File: src/rtl/des_block_serializer_if.sv
// Handshake bundle between the DES engine (block producer), the serializer and the word consumer.
interface des_block_serializer_if #(
  parameter int unsigned DEPTH_BLOCKS = 4
);
  logic                              blk_valid;
  logic [63:0]                       blk_data;
  logic                              blk_ready;
  logic                              rd_en;
  logic [15:0]                       rd_data;
  logic                              rd_valid;
  logic [$clog2(DEPTH_BLOCKS)+2:0]   words_avail;
  logic                              underrun;
  logic                              blk_done;

  modport master (
    output blk_valid, blk_data, rd_en,
    input  blk_ready, rd_data, rd_valid, words_avail, underrun, blk_done
  );

  modport slave (
    input  blk_valid, blk_data, rd_en,
    output blk_ready, rd_data, rd_valid, words_avail, underrun, blk_done
  );
endinterface

File: src/rtl/des_block_serializer.sv
// Buffers 64-bit DES result blocks and emits them as 16-bit FWFT words, word 0 first.
// Optional DES_SER_BYTESWAP_EN: swap the two bytes of every emitted word.
module des_block_serializer #(
  parameter int unsigned DEPTH_BLOCKS = 4
) (
  input  logic                   clk1,
  input  logic                   reset,
  des_block_serializer_if.slave  bus
);
  localparam int unsigned AW = $clog2(DEPTH_BLOCKS);
  localparam int unsigned CW = AW + 3;
  localparam logic [AW:0] FULL_OCC = (AW+1)'(DEPTH_BLOCKS);
  localparam logic [AW:0] PTR_ONE  = (AW+1)'(1);

  logic [63:0] mem [DEPTH_BLOCKS];

  logic [AW:0]   wr_ptr;
  logic [AW:0]   rd_blk;
  logic [AW:0]   rd_blk_nx;
  logic [1:0]    rd_word;
  logic [1:0]    rd_word_nx;
  logic [AW:0]   occ;
  logic [AW:0]   occ_nx;
  logic [15:0]   rd_data_q;
  logic          rd_valid_q;
  logic          underrun_q;
  logic          blk_done_q;
  logic          accept;
  logic          consume;
  logic          last_word;
  logic [63:0]   head_blk;
  logic [15:0]   head_word;
  logic [15:0]   out_word;

  assign occ       = wr_ptr - rd_blk;
  assign accept    = bus.blk_valid && bus.blk_ready && !reset;
  assign consume   = bus.rd_en && rd_valid_q;
  assign last_word = (rd_word == 2'd3);

  // rd_data always mirrors the word at the read pointer; the lookahead pointer
  // reloads it on the same edge that retires the current word.
  always_comb begin
    rd_blk_nx  = rd_blk;
    rd_word_nx = rd_word;
    if (consume) begin
      rd_word_nx = rd_word + 2'd1;
      if (last_word) rd_blk_nx = rd_blk + PTR_ONE;
    end
  end

  assign occ_nx    = wr_ptr - rd_blk_nx;
  assign head_blk  = mem[rd_blk_nx[AW-1:0]];
  assign head_word = head_blk[{rd_word_nx, 4'b0000} +: 16];

`ifdef DES_SER_BYTESWAP_EN
  assign out_word = {head_word[7:0], head_word[15:8]};
`else
  assign out_word = head_word;
`endif

  always_ff @(posedge clk1) begin
    if (accept) mem[wr_ptr[AW-1:0]] <= bus.blk_data;
  end

  always_ff @(posedge clk1) begin
    if (reset) begin
      wr_ptr     <= '0;
      rd_blk     <= '0;
      rd_word    <= '0;
      rd_data_q  <= '0;
      rd_valid_q <= 1'b0;
      underrun_q <= 1'b0;
      blk_done_q <= 1'b0;
    end else begin
      if (accept) wr_ptr <= wr_ptr + PTR_ONE;
      rd_blk     <= rd_blk_nx;
      rd_word    <= rd_word_nx;
      blk_done_q <= consume && last_word;
      if (bus.rd_en && !rd_valid_q) underrun_q <= 1'b1;
      // Occupancy before this edge's accept keeps the one-cycle fill latency
      // and guarantees the slot read was written on an earlier edge.
      if (occ_nx != '0) begin
        rd_valid_q <= 1'b1;
        rd_data_q  <= out_word;
      end else begin
        rd_valid_q <= 1'b0;
      end
    end
  end

  assign bus.blk_ready   = (occ != FULL_OCC);
  assign bus.rd_data     = rd_data_q;
  assign bus.rd_valid    = rd_valid_q;
  assign bus.underrun    = underrun_q;
  assign bus.blk_done    = blk_done_q;
  assign bus.words_avail = {occ, 2'b00} - {{(CW-2){1'b0}}, rd_word};
endmodule

File: src/flat_wrapper.sv
// flat-port wrapper written by rule: the top's interface ports become plain ports
module des_block_serializer_flat 
#(
  parameter int unsigned DEPTH_BLOCKS = 4
)
  (clk1, reset, bus_blk_valid, bus_blk_data, bus_rd_en, bus_blk_ready, bus_rd_data, bus_rd_valid, bus_words_avail, bus_underrun, bus_blk_done);
  des_block_serializer_if #(.DEPTH_BLOCKS(DEPTH_BLOCKS)) bus_i ();
  input  logic clk1;
  input  logic reset;
  input wire logic [$bits(bus_i.blk_valid)-1:0] bus_blk_valid;
  input wire logic [$bits(bus_i.blk_data)-1:0] bus_blk_data;
  input wire logic [$bits(bus_i.rd_en)-1:0] bus_rd_en;
  output wire logic [$bits(bus_i.blk_ready)-1:0] bus_blk_ready;
  output wire logic [$bits(bus_i.rd_data)-1:0] bus_rd_data;
  output wire logic [$bits(bus_i.rd_valid)-1:0] bus_rd_valid;
  output wire logic [$bits(bus_i.words_avail)-1:0] bus_words_avail;
  output wire logic [$bits(bus_i.underrun)-1:0] bus_underrun;
  output wire logic [$bits(bus_i.blk_done)-1:0] bus_blk_done;
  assign bus_i.blk_valid = bus_blk_valid;
  assign bus_i.blk_data = bus_blk_data;
  assign bus_i.rd_en = bus_rd_en;
  assign bus_blk_ready = bus_i.blk_ready;
  assign bus_rd_data = bus_i.rd_data;
  assign bus_rd_valid = bus_i.rd_valid;
  assign bus_words_avail = bus_i.words_avail;
  assign bus_underrun = bus_i.underrun;
  assign bus_blk_done = bus_i.blk_done;
  des_block_serializer #(.DEPTH_BLOCKS(DEPTH_BLOCKS)) u_core (.clk1(clk1), .reset(reset), .bus(bus_i));
endmodule
File: config.mk
export PLATFORM = sky130hd
export DESIGN_NAME = des_block_serializer_flat
export DESIGN_NICKNAME = d
export VERILOG_FILES = /design/src/rtl/des_block_serializer_if.sv /design/src/rtl/des_block_serializer.sv /design/src/flat_wrapper.sv
export SDC_FILE = /design/constraint.sdc
export NUM_CORES = 1
export LEC_CHECK = 0
export ABC_AREA = 1
export CORE_ASPECT_RATIO = 1.75
export CORE_MARGIN = 2
export CORE_UTILIZATION = 59
export CTS_CLUSTER_DIAMETER = 150
export DETAILED_ROUTE_END_ITERATION = 10
export PLACE_DENSITY_LB_ADDON = 0.3
export SETUP_SLACK_MARGIN = 0.3
export SYNTH_ARGS = -nofsm -noshare
export SYNTH_HDL_FRONTEND = slang
export SYNTH_SLANG_ARGS = --single-unit
File: constraint.sdc
create_clock -name clk1 -period 6.28 [get_ports clk1]
set_clock_uncertainty 0.15 [all_clocks]
set_input_delay 1.57 -clock clk1 [delete_from_list [all_inputs] [get_ports clk1]]
set_output_delay 1.57 -clock clk1 [all_outputs]
set_load 0.02 [all_outputs]
# After elaboration in Yosys (flattened, before gate mapping)
# Memory sizes are Yosys's and may differ from the RTL's.
# Index checks and enable logic that the tools add are counted.
# Widths: inputs -> output; s select.
[op_classes] add_sub_neg=6 n_eq_ne=2 shifts=1 muxes=6 n_reduce_logical=8
[op_table] operator="$shiftx 64x7->16" count=1
[op_table] operator="$add 3x1->3 const B" count=2
[op_table] operator="$mux 3" count=2
[op_table] operator="$sub 3x3->3" count=2
[op_table] operator="$logic_and 1x1->1" count=5
[op_table] operator="$sub 5x2->5" count=1
[op_table] operator="$mux 1" count=3
[op_table] operator="$ne 3x3->1 const B" count=1
[op_table] operator="$reduce_bool 3->1" count=1
[op_table] operator="$add 2x1->2 const B" count=1
[op_table] operator="$eq 2x2->1 const B" count=1
[op_table] operator="$logic_not 1->1" count=2
[op_table] operator="$mux 2" count=1
[totals] ff_bits=27 ram_bits=256 elab_cells=31 memories=1
[mem_list] memory="u_core.mem" words=4 word_bits=64 rd=1 rd_clocked_by_memory_dff=0 wr=1 line_no="des_block_serializer.sv:15" text="logic [63:0] mem [DEPTH_BLOCKS];"

# Depth between registers and ports, before layout
[logic_depth] ltp_word=6 ltp_mapped=20 mapped_depth_nobuf=17

# Least setup slack after synthesis
# OpenSTA, ideal clock, no wires.
[synth_timing] path_kind="input to register" startpoint="input port reset" endpoint="memory u_core.mem[0][0] (enable)" setup_time_ps=487 t_arrival_ps=4967 path_slack_ps=677 cell_stages=5 n_path_buf=2 cell_sequence="clkbuf_1 inv_1 clkbuf_1 nand2_1 nor2_1"
[synth_between] elab_chain_len=4
[synth_rtl] element="start: declaration" line_no="flat_wrapper.sv:9" text="input logic reset;"
[synth_rtl] element="$logic_not 1->1" line_no="des_block_serializer.sv:36" text="assign accept = bus.blk_valid && bus.blk_ready && !reset;"
[synth_rtl] element="$logic_and 1x1->1" line_no="des_block_serializer.sv:36"
[synth_rtl] element="$mux 1" line_no="des_block_serializer.sv:62" text="if (accept) mem[wr_ptr[AW-1:0]] <= bus.blk_data;"
[synth_rtl] element="$mux 1 (implied by the code)" line_no="des_block_serializer.sv:62"
[synth_rtl] element="end: declaration" line_no="des_block_serializer.sv:15"
# No other way between the ends.

# Final worst setup path
[layout_timing] startpoint="register u_core.wr_ptr[0]" endpoint="output port bus_words_avail[4]"
[layout_between] elab_chain_len=2
[layout_rtl] element="start: declaration" line_no="des_block_serializer.sv:17" text="logic [AW:0] wr_ptr;"
[layout_rtl] element="start signal: assignment" line_no="des_block_serializer.sv:75" text="if (accept) wr_ptr <= wr_ptr + PTR_ONE;"
[layout_rtl] element="$sub 3x3->3" line_no="des_block_serializer.sv:35" text="assign occ = wr_ptr - rd_blk;"
[layout_rtl] element="$sub 5x2->5" line_no="des_block_serializer.sv:96" text="assign bus.words_avail = {occ, 2'b00} - {{(CW-2){1'b0}}, rd_word};"
[layout_rtl] element="end: declaration" line_no="flat_wrapper.sv:16" text="output wire logic [$bits(bus_i.words_avail)-1:0] bus_words_avail;"
# No other way between the ends.

==> qor.yml <==
outcome:
  status: "finished, final reports clean"
placement:
  place_congestion: 0.8278
  pre_cts_slack_ps: 1634
  placedCellCount: 1550
  hpwl_um: 16740
  placed_area_mm2: 0.01374
  port_buffers: 92
die:
  start_util: 0.6001
  num_io_pins: 93
  core_mm2: 0.02093
  die_w_um: 114.3
  fp-row-count: 70
  die_h_um: 197.0
  dieArea_mm2: 0.02252
logic_synthesis:
  avgSynthCellArea_um2: 10.04
  synth_cell_types: 23
  async_reset_ff_frac: 0
  synthTopCellsByArea: "edfxtp_1 61%, nand3_1 11%, inv_1 8.8%"
  synth_seq_cells: 283
  synth_edf_count: 256
  synthesis.area_mm2: 0.01256
  synth_top_area_frac: 0.6120
  ys.warnings.count: 0
  synth-main-ff-cell: "edfxtp_1"
  synth_cells: 1251
  synth_seq_area_share: 0.6550
  synth_area_leader_cell: "edfxtp_1"
  syn-num-nets: 1330
power_and_ir_drop:
  peakVddDrop_mv: 0.2355
  clkPwrFrac: 0.372
  combinationalPowerShare: 0.089
  power_switching_uw: 890.1
  power_leakage_uw: 0.006253
  pwr-share-seq: 0.540
  power.density_mw_per_mm2: 272.9
  swShare: 0.2244
  p_int_uw: 3077
clocking:
  cts_setup_buffers: 0
  cts.clk_slew.worst_paths_ps: 70
  cts.repair.resized: 0
  ctsHoldBuffers: 0
  clock_path_buffers: 3
  insertion_delay_ps: 530
  h-tree-depth: 1
  cts.sinks: 283
  cts-root-buf: "clkbuf_16"
  cts_tree: "built"
  cts_buffers: 25
layout:
  drive_gt1_frac: 0.05283
  final_cells: 1596
  antenna_cells: 0
  area_delta_synth_final_pct: 15.73
  nets: 1404
  final_cell_area_mm2: 0.01454
  layout_commonest_cell: "inv_1"
  final_cell_mix: "293 x inv_1, 274 x nand3_1, 256 x edfxtp_1"
  fin_util: 0.6945
sta:
  maxSlewViolCount: 0
  fmax_mhz: 225.4
  rsz0062_at_grt: "false"
  relSlewSlack: 0.2701
  setup_ws_ps: 1843
  tightest_slew_ps: 1094
  final_hold_viol_count: 0
  setup_viol: 0
  setup-tns-final_ps: 0
  period_needed_ps: 4437
  fin_crit_sh: 0.7065
detailed_routing:
  vias_per_cell: 5.420
  drt_iter0_markers: 792
  dr.pass1.iters: 5
  vias: 8651
  wirelength_um: 28390
  wl_per_cell_um: 17.79
  drcViolationCount: 0
  drtAntennaViolNets: 0
critical_path:
  worstPathArrival_ps: 2720
  cp.required_ps: 4560
  rrSetupSlack_ps: 2810
  critPathLaunchType: "register"
  cp-end-kind: "primary output"
  critPathKind: "register to primary output"
  crit_fanout: 6
grt:
  grt_pass1_wl_um: 43810
  grt_pass1_vias: 8562
  grt_usage: 0.2552
  grt_max_degree: 82
  grt_overflow: 0
  grt_antenna_before_repair: 0
flow_run:
  drv_cap: 0
worst_hold_path:
  hold_class: "register to register"
[cell type report]
cell class              count  area [um^2]
inverters                 296         1111
clock inverters            13        103.9
fillers                  1500         6395
flip-flops and latches    283         8228
clock buffers              33        695.7
well taps                 252        315.3
repair buffers            107         1071
multi-input cells         612         3013
[registers in the layout, summed over array words and instances (netlist names)]
name / cells
u_core.bus.rd_valid: 1
u_core.mem: 256
u_core.rd_blk: 3
u_core.bus.rd_data: 16
u_core.rd_word: 2
u_core.bus.underrun: 1
u_core.bus.blk_done: 1
u_core.wr_ptr: 3
[power by group through the flow]
stage	sequential (uW)	combinational [uW]	clock, uW
2_1_floorplan	2200	161	0
3_3_place_gp	2180	345	0
3_5_place_dp	2180	352	0
4_1_cts	2140	354	1490
5_1_grt	2140	386	1570
6_report	2140	352	1470
[cells in the mapped netlist (3+ instances only)]
library cell,n
inv_1,293
nand3_1,274
nand2_1,257
edfxtp_1,256
buf_2,35
nand3b_1,32
dfxtp_1,27
clkbuf_1,23
nor2_1,12
ha_1,10
xor2_1,7
a21oi_1,5
clkinv_1,3
nand2_2,3
o21ai_0,3
[per-stage QoR]
step,hold slack (ps),total power [uW]
finish,323.6,3967
global placement,312.3,2524
detailed placement,316.1,2532
floorplan,339.8,2357
CTS,330.4,3982
global route,351.2,4094
[cell families after synthesis]
family,Yosys count,share of synthesized area
buffers and inverters,356,0.1105
AOI/OAI and AO/OA,12,0.005577
and+or+nand+nor,580,0.2112
DFF,283,0.6550
adders and majority gates,11,0.01155
xor gates and xnor gates,9,0.006275
[per-layer routing]
metal  vias to the layer above  GRT usage  part of all wire
li1                       4163          -                 -
met1                      4073     0.2905              0.37
met2                       345     0.4760              0.54
met3                        70    0.02608             0.055
met4                         0     0.1161             0.036
met5                         -          0                 0
[worst max-delay path, cell delays in order (launching register included)]
cell and delay, ps:
dfxtp_1 370, inv_1 140, ha_1 220, fa_1 520, nand2_1 80, nor2_1 120
xnor2_1 130, clkdlybuf4s50_1 620
[path summary, 6_finish.rpt]
check / from / endpoint / cells after the start
worst max-delay path: u_core.wr_ptr[0] / bus_words_avail[4] / 7
worst min-delay path: u_core.bus.underrun / u_core.bus.underrun / 2
worst max register to register: u_core.wr_ptr[0] / u_core.mem[1][15] / 11
worst min register to register: u_core.bus.underrun / u_core.bus.underrun / 2
Note: power is estimated with default switching activity, not from simulation.
